`src/rtl/alu_pkg.sv`:
```
// rtl/alu_pkg.sv - ALU operation codes and sequencer state type shared with the ALU decoder
package alu_pkg;

   localparam logic [3:0] ALU_ADD  = 4'b0000;
   localparam logic [3:0] ALU_SUB  = 4'b0001;
   localparam logic [3:0] ALU_AND  = 4'b0010;
   localparam logic [3:0] ALU_OR   = 4'b0011;
   localparam logic [3:0] ALU_SLL  = 4'b0100;
   localparam logic [3:0] ALU_SLT  = 4'b0101;
   localparam logic [3:0] ALU_SRA  = 4'b0110;
   localparam logic [3:0] ALU_SRL  = 4'b0111;
   localparam logic [3:0] ALU_SLTU = 4'b1000;
   localparam logic [3:0] ALU_XOR  = 4'b1001;
   localparam logic [3:0] ALU_PASS = 4'b1111;

   typedef enum logic [1:0] {
      IDLE  = 2'd0,
      SHIFT = 2'd1,
      DONE  = 2'd2
   } alu_state_t;

   function automatic logic is_shift_op(input logic [3:0] code);
      return (code == ALU_SLL) || (code == ALU_SRL) || (code == ALU_SRA);
   endfunction

endpackage

```
`src/rtl/alu_serial_shifter.sv`:
```
// rtl/alu_serial_shifter.sv - bit-serial shifter, one bit position per cycle
module alu_serial_shifter #(
   parameter int WIDTH = 32
) (
   input  logic             clk,
   input  logic             reset,
   input  logic             load,
   input  logic             dir_left,
   input  logic             arith,
   input  logic [4:0]       amount,
   input  logic [WIDTH-1:0] load_value,
   output logic             done,
   output logic [WIDTH-1:0] value
);

   logic [WIDTH-1:0] val_q;
   logic [4:0]       cnt_q;
   logic             left_q;
   logic             arith_q;

   always_ff @(posedge clk) begin
      if (!reset) begin
         val_q   <= '0;
         cnt_q   <= '0;
         left_q  <= 1'b0;
         arith_q <= 1'b0;
      end else if (load) begin
         val_q   <= load_value;
         cnt_q   <= amount;
         left_q  <= dir_left;
         arith_q <= arith;
      end else if (cnt_q != 5'd0) begin
         cnt_q <= cnt_q - 5'd1;
         // the MSB never changes during an arithmetic shift, so it keeps the captured sign
         if (left_q)
            val_q <= {val_q[WIDTH-2:0], 1'b0};
         else
            val_q <= {arith_q & val_q[WIDTH-1], val_q[WIDTH-1:1]};
      end
   end

   // asserted during the cycle whose closing edge performs the final shift
   assign done  = (cnt_q == 5'd1);
   assign value = val_q;

endmodule

```
`src/rtl/alu_seq_exec.sv`:
```
// rtl/alu_seq_exec.sv - sequenced ALU with valid/ready handshake and serial shifts
module alu_seq_exec
   import alu_pkg::*;
#(
   parameter int WIDTH = 32
) (
   input  logic             clk,
   input  logic             reset,
   input  logic             in_valid,
   output logic             in_ready,
   input  logic [3:0]       ALUControl,
   input  logic [WIDTH-1:0] SrcA,
   input  logic [WIDTH-1:0] SrcB,
   output logic             out_valid,
   input  logic             out_ready,
   output logic [WIDTH-1:0] ALUResult,
   output logic             Zero,
   output logic             illegal
);

   alu_state_t       state, state_n;
   logic [WIDTH-1:0] res_q;
   logic             illegal_q;
   logic             from_shifter_q;
   logic [WIDTH-1:0] alu_res;
   logic             illegal_c;
   logic             accept;
   logic             shift_load;
   logic             sh_done;
   logic [WIDTH-1:0] sh_value;

   // single-cycle result; zero-amount shifts collapse to SrcA here
   always_comb begin
      alu_res   = '0;
      illegal_c = 1'b0;
      case (ALUControl)
         ALU_ADD:  alu_res = SrcA + SrcB;
         ALU_SUB:  alu_res = SrcA - SrcB;
         ALU_AND:  alu_res = SrcA & SrcB;
         ALU_OR:   alu_res = SrcA | SrcB;
         ALU_XOR:  alu_res = SrcA ^ SrcB;
         ALU_SLT:  alu_res = {{(WIDTH-1){1'b0}}, $signed(SrcA) < $signed(SrcB)};
         ALU_SLTU: alu_res = {{(WIDTH-1){1'b0}}, SrcA < SrcB};
         ALU_PASS: alu_res = SrcB;
         ALU_SLL, ALU_SRL, ALU_SRA: alu_res = SrcA;
         default:  illegal_c = 1'b1;
      endcase
   end

   always_comb begin
      state_n    = state;
      in_ready   = 1'b0;
      out_valid  = 1'b0;
      accept     = 1'b0;
      shift_load = 1'b0;
      case (state)
         IDLE: begin
            in_ready = 1'b1;
            if (in_valid) begin
               accept = 1'b1;
               if (is_shift_op(ALUControl) && (SrcB[4:0] != 5'd0)) begin
                  shift_load = 1'b1;
                  state_n    = SHIFT;
               end else begin
                  state_n = DONE;
               end
            end
         end
         SHIFT: begin
            if (sh_done)
               state_n = DONE;
         end
         DONE: begin
            out_valid = 1'b1;
            if (out_ready)
               state_n = IDLE;
         end
         default: state_n = IDLE;
      endcase
   end

   always_ff @(posedge clk) begin
      if (!reset) begin
         state          <= IDLE;
         res_q          <= '0;
         illegal_q      <= 1'b0;
         from_shifter_q <= 1'b0;
      end else begin
         state <= state_n;
         if (accept) begin
            res_q          <= alu_res;
            illegal_q      <= illegal_c;
            from_shifter_q <= shift_load;
         end
      end
   end

   alu_serial_shifter #(.WIDTH(WIDTH)) u_shifter (
      .clk        (clk),
      .reset      (reset),
      .load       (shift_load),
      .dir_left   (ALUControl == ALU_SLL),
      .arith      (ALUControl == ALU_SRA),
      .amount     (SrcB[4:0]),
      .load_value (SrcA),
      .done       (sh_done),
      .value      (sh_value)
   );

   // shifter holds its value once its count reaches zero, so it can drive the result directly
   assign ALUResult = from_shifter_q ? sh_value : res_q;
   assign Zero      = out_valid & (ALUResult == '0);
   assign illegal   = out_valid & illegal_q;

endmodule

```
`config.mk`:
```
export PLATFORM = sky130hd
export DESIGN_NAME = alu_seq_exec
export DESIGN_NICKNAME = d
export VERILOG_FILES = /design/src/rtl/alu_pkg.sv /design/src/rtl/alu_serial_shifter.sv /design/src/rtl/alu_seq_exec.sv
export SDC_FILE = /design/constraint.sdc
export NUM_CORES = 1
export LEC_CHECK = 0
export ABC_AREA = 1
export BUFFER_PORTS_ARGS = -buffer_cell sky130_fd_sc_hd__buf_4
export CORE_ASPECT_RATIO = 0.8
export CORE_MARGIN = 2
export CORE_UTILIZATION = 30
export CTS_BUF_LIST = sky130_fd_sc_hd__clkbuf_16
export CTS_CLUSTER_SIZE = 10
export DETAILED_ROUTE_END_ITERATION = 10
export GPL_TIMING_DRIVEN = 0
export HOLD_SLACK_MARGIN = 0.15
export MAX_ROUTING_LAYER = met4
export RECOVER_POWER = 25
export SETUP_SLACK_MARGIN = 0.1
export SLEW_MARGIN = 40
export SYNTH_ARGS = -nofsm -noshare
export SYNTH_HDL_FRONTEND = slang
export SYNTH_SLANG_ARGS = --single-unit
```
`constraint.sdc`:
```
create_clock -name clk -period 2.5 [get_ports clk]
set_input_delay 0.125 -clock clk [delete_from_list [all_inputs] [get_ports clk]]
set_output_delay 0.125 -clock clk [all_outputs]
set_load 0.05 [all_outputs]
```
==> metrics.cfg <==
[worst_setup_path]
critPathKind=reg2out
rr_worst_depth=9
crit_buf_inv=3
required_ps=2380
start_kind=flop
crit_fanout=10
arrival_ps=2210
r2r_slack_ps=280
slowest_delay_ps=420
timing.rr.end=u_shifter.value[30]
critPathCaptureType=primary output
cp_top_family=simple AND/OR/NAND/NOR gates
crit_slowest_cell=nor4_2
crit_path_cell_trace=buf_4, buf_8, a21oi_1, nor4_2, nand3_2, nor4_4, buf_6
r2r-start=state[0]

[cts]
cts_setup_buffers=0
cts.sink_count=75
cts_inserted_buffers=9
clk_latency_ps=350
cts_root_buffer=clkbuf_16
htree_levels=3
cts_buffer_depth=2
cts_tree=yes
clk_pin_slew_ps=60

[yosys]
synthCells=1919
synth_flop_cell=dfxtp_1
synthesis.area_sq_mm=0.0106
synth_nets=2092
yosys_warnings=0
yosysUniqueCellTypes=46
ys_async_sr_fraction_pct=0
synth_top_area_share_pct=21.0
synth.area.top_cells=nand2_1 21%, dfxtp_1 14%, inv_1 12%, ha_1 12%, nand3_1 8.4%
ys_seq_area_share_pct=14.2
synth-edff-count=0
yosysTopAreaCell=nand2_1
syn_avg_cell_area_sq_um=5.51
synth-seq-cells=75

[timing]
slew_violations=0
slew_headroom_pct=53.5
maxClockFrequency_ghz=0.428
fin_crit_sh_pct=93.4
setup_viol=0
hold_ws_ps=215
period_needed_ps=2340
timing.final.ws_setup_ps=164
worstMarginPinSlew_ps=698
timing.setup.tns_ps=0
fin_worst_skew_ps=5.57
hold_viol_final=0
grt_setup_unrepaired=no

[power]
p_leak_nw=6.37
peakVddDrop_mv=0.330
cellPowerDensity_mw_per_mm2=461

[outcome]
status=complete, no violations

[layout]
drive_above_1_share_pct=10.3
utilization_pct=36.5
final_cells=2550
seqCellArea_sq_mm=0.00150
final_common_cell=nand2_1
multi_input_area_sq_mm=0.00745
finalNetCount=2246
fillers=3958
num_antenna_cells=0
final_cell_mix=591 x nand2_1, 342 x inv_1, 173 x nand3_1
area_delta_synth_final_pct=19.8

[worst_hold_path]
hold_start=SrcB[1]
min_path_type=in2reg
holdPathEnd=u_shifter.cnt_q[1]
min_path_cells=3

[global_route]
track_usage_pct=27.7
grt_antenna_before_repair=0
grt_pass1_wl_mm=74.4
overflow=0
grt_max_degree=12
grt_pass1_vias=12100

[floorplan]
ios=108
core_region_area_sq_mm=0.0347
dieHeight_um=172
die_area_sq_mm=0.0368
start_util_pct=30.5
rows=61
dieWidth_um=214

[flow_run]
drv_cap=0

[placed_design]
port-buffer-count=107
post-place-ws_ps=-239
dp_hpwl_mm=41.6
gp_congestion=0.991
dp_cells=2498

[routing]
via_per_inst=5.19
drc=0
ant_nets=0
wl_mm=50.7
num_vias=13200
dr.pass1.iters=8
drtIter0Drc=1602
wire_per_inst_um=19.9

## cells in the mapped netlist (3+ instances only)
library cell / instances
a211oi_1: 21
a21oi_1: 103
a21oi_2: 3
a31oi_1: 29
and3_1: 3
buf_2: 43
buf_4: 8
buf_6: 3
clkbuf_1: 29
dfxtp_1: 75
ha_1: 99
inv_1: 339
inv_2: 6
nand2_1: 593
nand2_2: 6
nand3_1: 177
nand3_2: 5
nand4_1: 17
nor2_1: 140
nor2_2: 11
nor2_4: 3
nor3_1: 29
nor4_1: 11
o21ai_0: 63
o21bai_1: 7
o221ai_1: 5
o22ai_1: 59
xor2_1: 6
## stage by stage
step                      instance area, sq um  total power, mW
after floorplan                          10600             3.45
after global placement                   12000             4.51
after detailed placement                 12000             4.54
after CTS                                12700             5.78
after global routing                     12700             6.19
final                                    12700             5.84
## flip-flops by register name, summed over array words and instances (netlist names)
name               flops
res_q                 32
u_shifter.value       32
u_shifter.cnt_q        5
state                  2
from_shifter_q         1
illegal_q              1
u_shifter.arith_q      1
u_shifter.left_q       1
## worst max path at each step
stage                    from        end  cells after the start
4_1_cts               SrcA[0]  res_q[30]                     15
3_3_place_gp          SrcA[0]  res_q[30]                     15
6_report       from_shifter_q       Zero                      7
3_5_place_dp          SrcA[0]  res_q[30]                     15
2_1_floorplan  from_shifter_q       Zero                      5
5_1_grt        from_shifter_q       Zero                      8
## tightest hold or removal path, delay by kind of cell
kind / cells / cell delay (ps)
buffers and inverters: 2 / 240
AOI/OAI and AO/OA: 1 / 150
## layer usage
| layer | wire length [um] | part of all wire, % | global-route usage [%] |
|---|---|---|---|
| met1 | 24200 | 48 | 39.6 |
| met2 | 20400 | 40 | 39.6 |
| met3 | 4970 | 9.8 | 5.33 |
| met4 | 1100 | 2.2 | 6.84 |
| met5 | 0 | 0 | - |
## final cells by class
type	count	share of cell area, %
Inverter	345	10.2
Buffer	84	3.80
Clock inverter	7	0.217
Clock buffer	9	1.78
Tap cell	472	4.66
Timing Repair Buffer	143	8.68
Sequential cell	75	11.8
Multi-Input combinational cell	1415	58.8
## cell families (layout without fill, tap and decap cells)
group	Yosys count	count (layout)	synth area share, %
simple gates	1001	1001	39.8
buf+inv	429	588	16.2
xor+xnor	8	8	0.663
flops	75	75	14.2
fa+ha+maj	101	101	12.1
compound gates	303	303	16.8
mux	2	2	0.213
## power breakdown
group	total [mW]	internal (mW)	switching, mW
logic	3.25	0.938	2.31
registers	1.42	1.32	0.0931
clock network	1.17	0.649	0.518
## what timing repair did
| action | CTS | global route |
|---|---|---|
| gates resized for setup | 17 | 19 |
| cloned | 0 | 0 |
| endpoints found under the hold margin | 38 | 0 |
| pin swaps | 4 | 9 |
| endpoints found under the setup margin | 1 | 9 |
| hold buffers | 36 | 0 |
(Power assumes the default switching activity.)
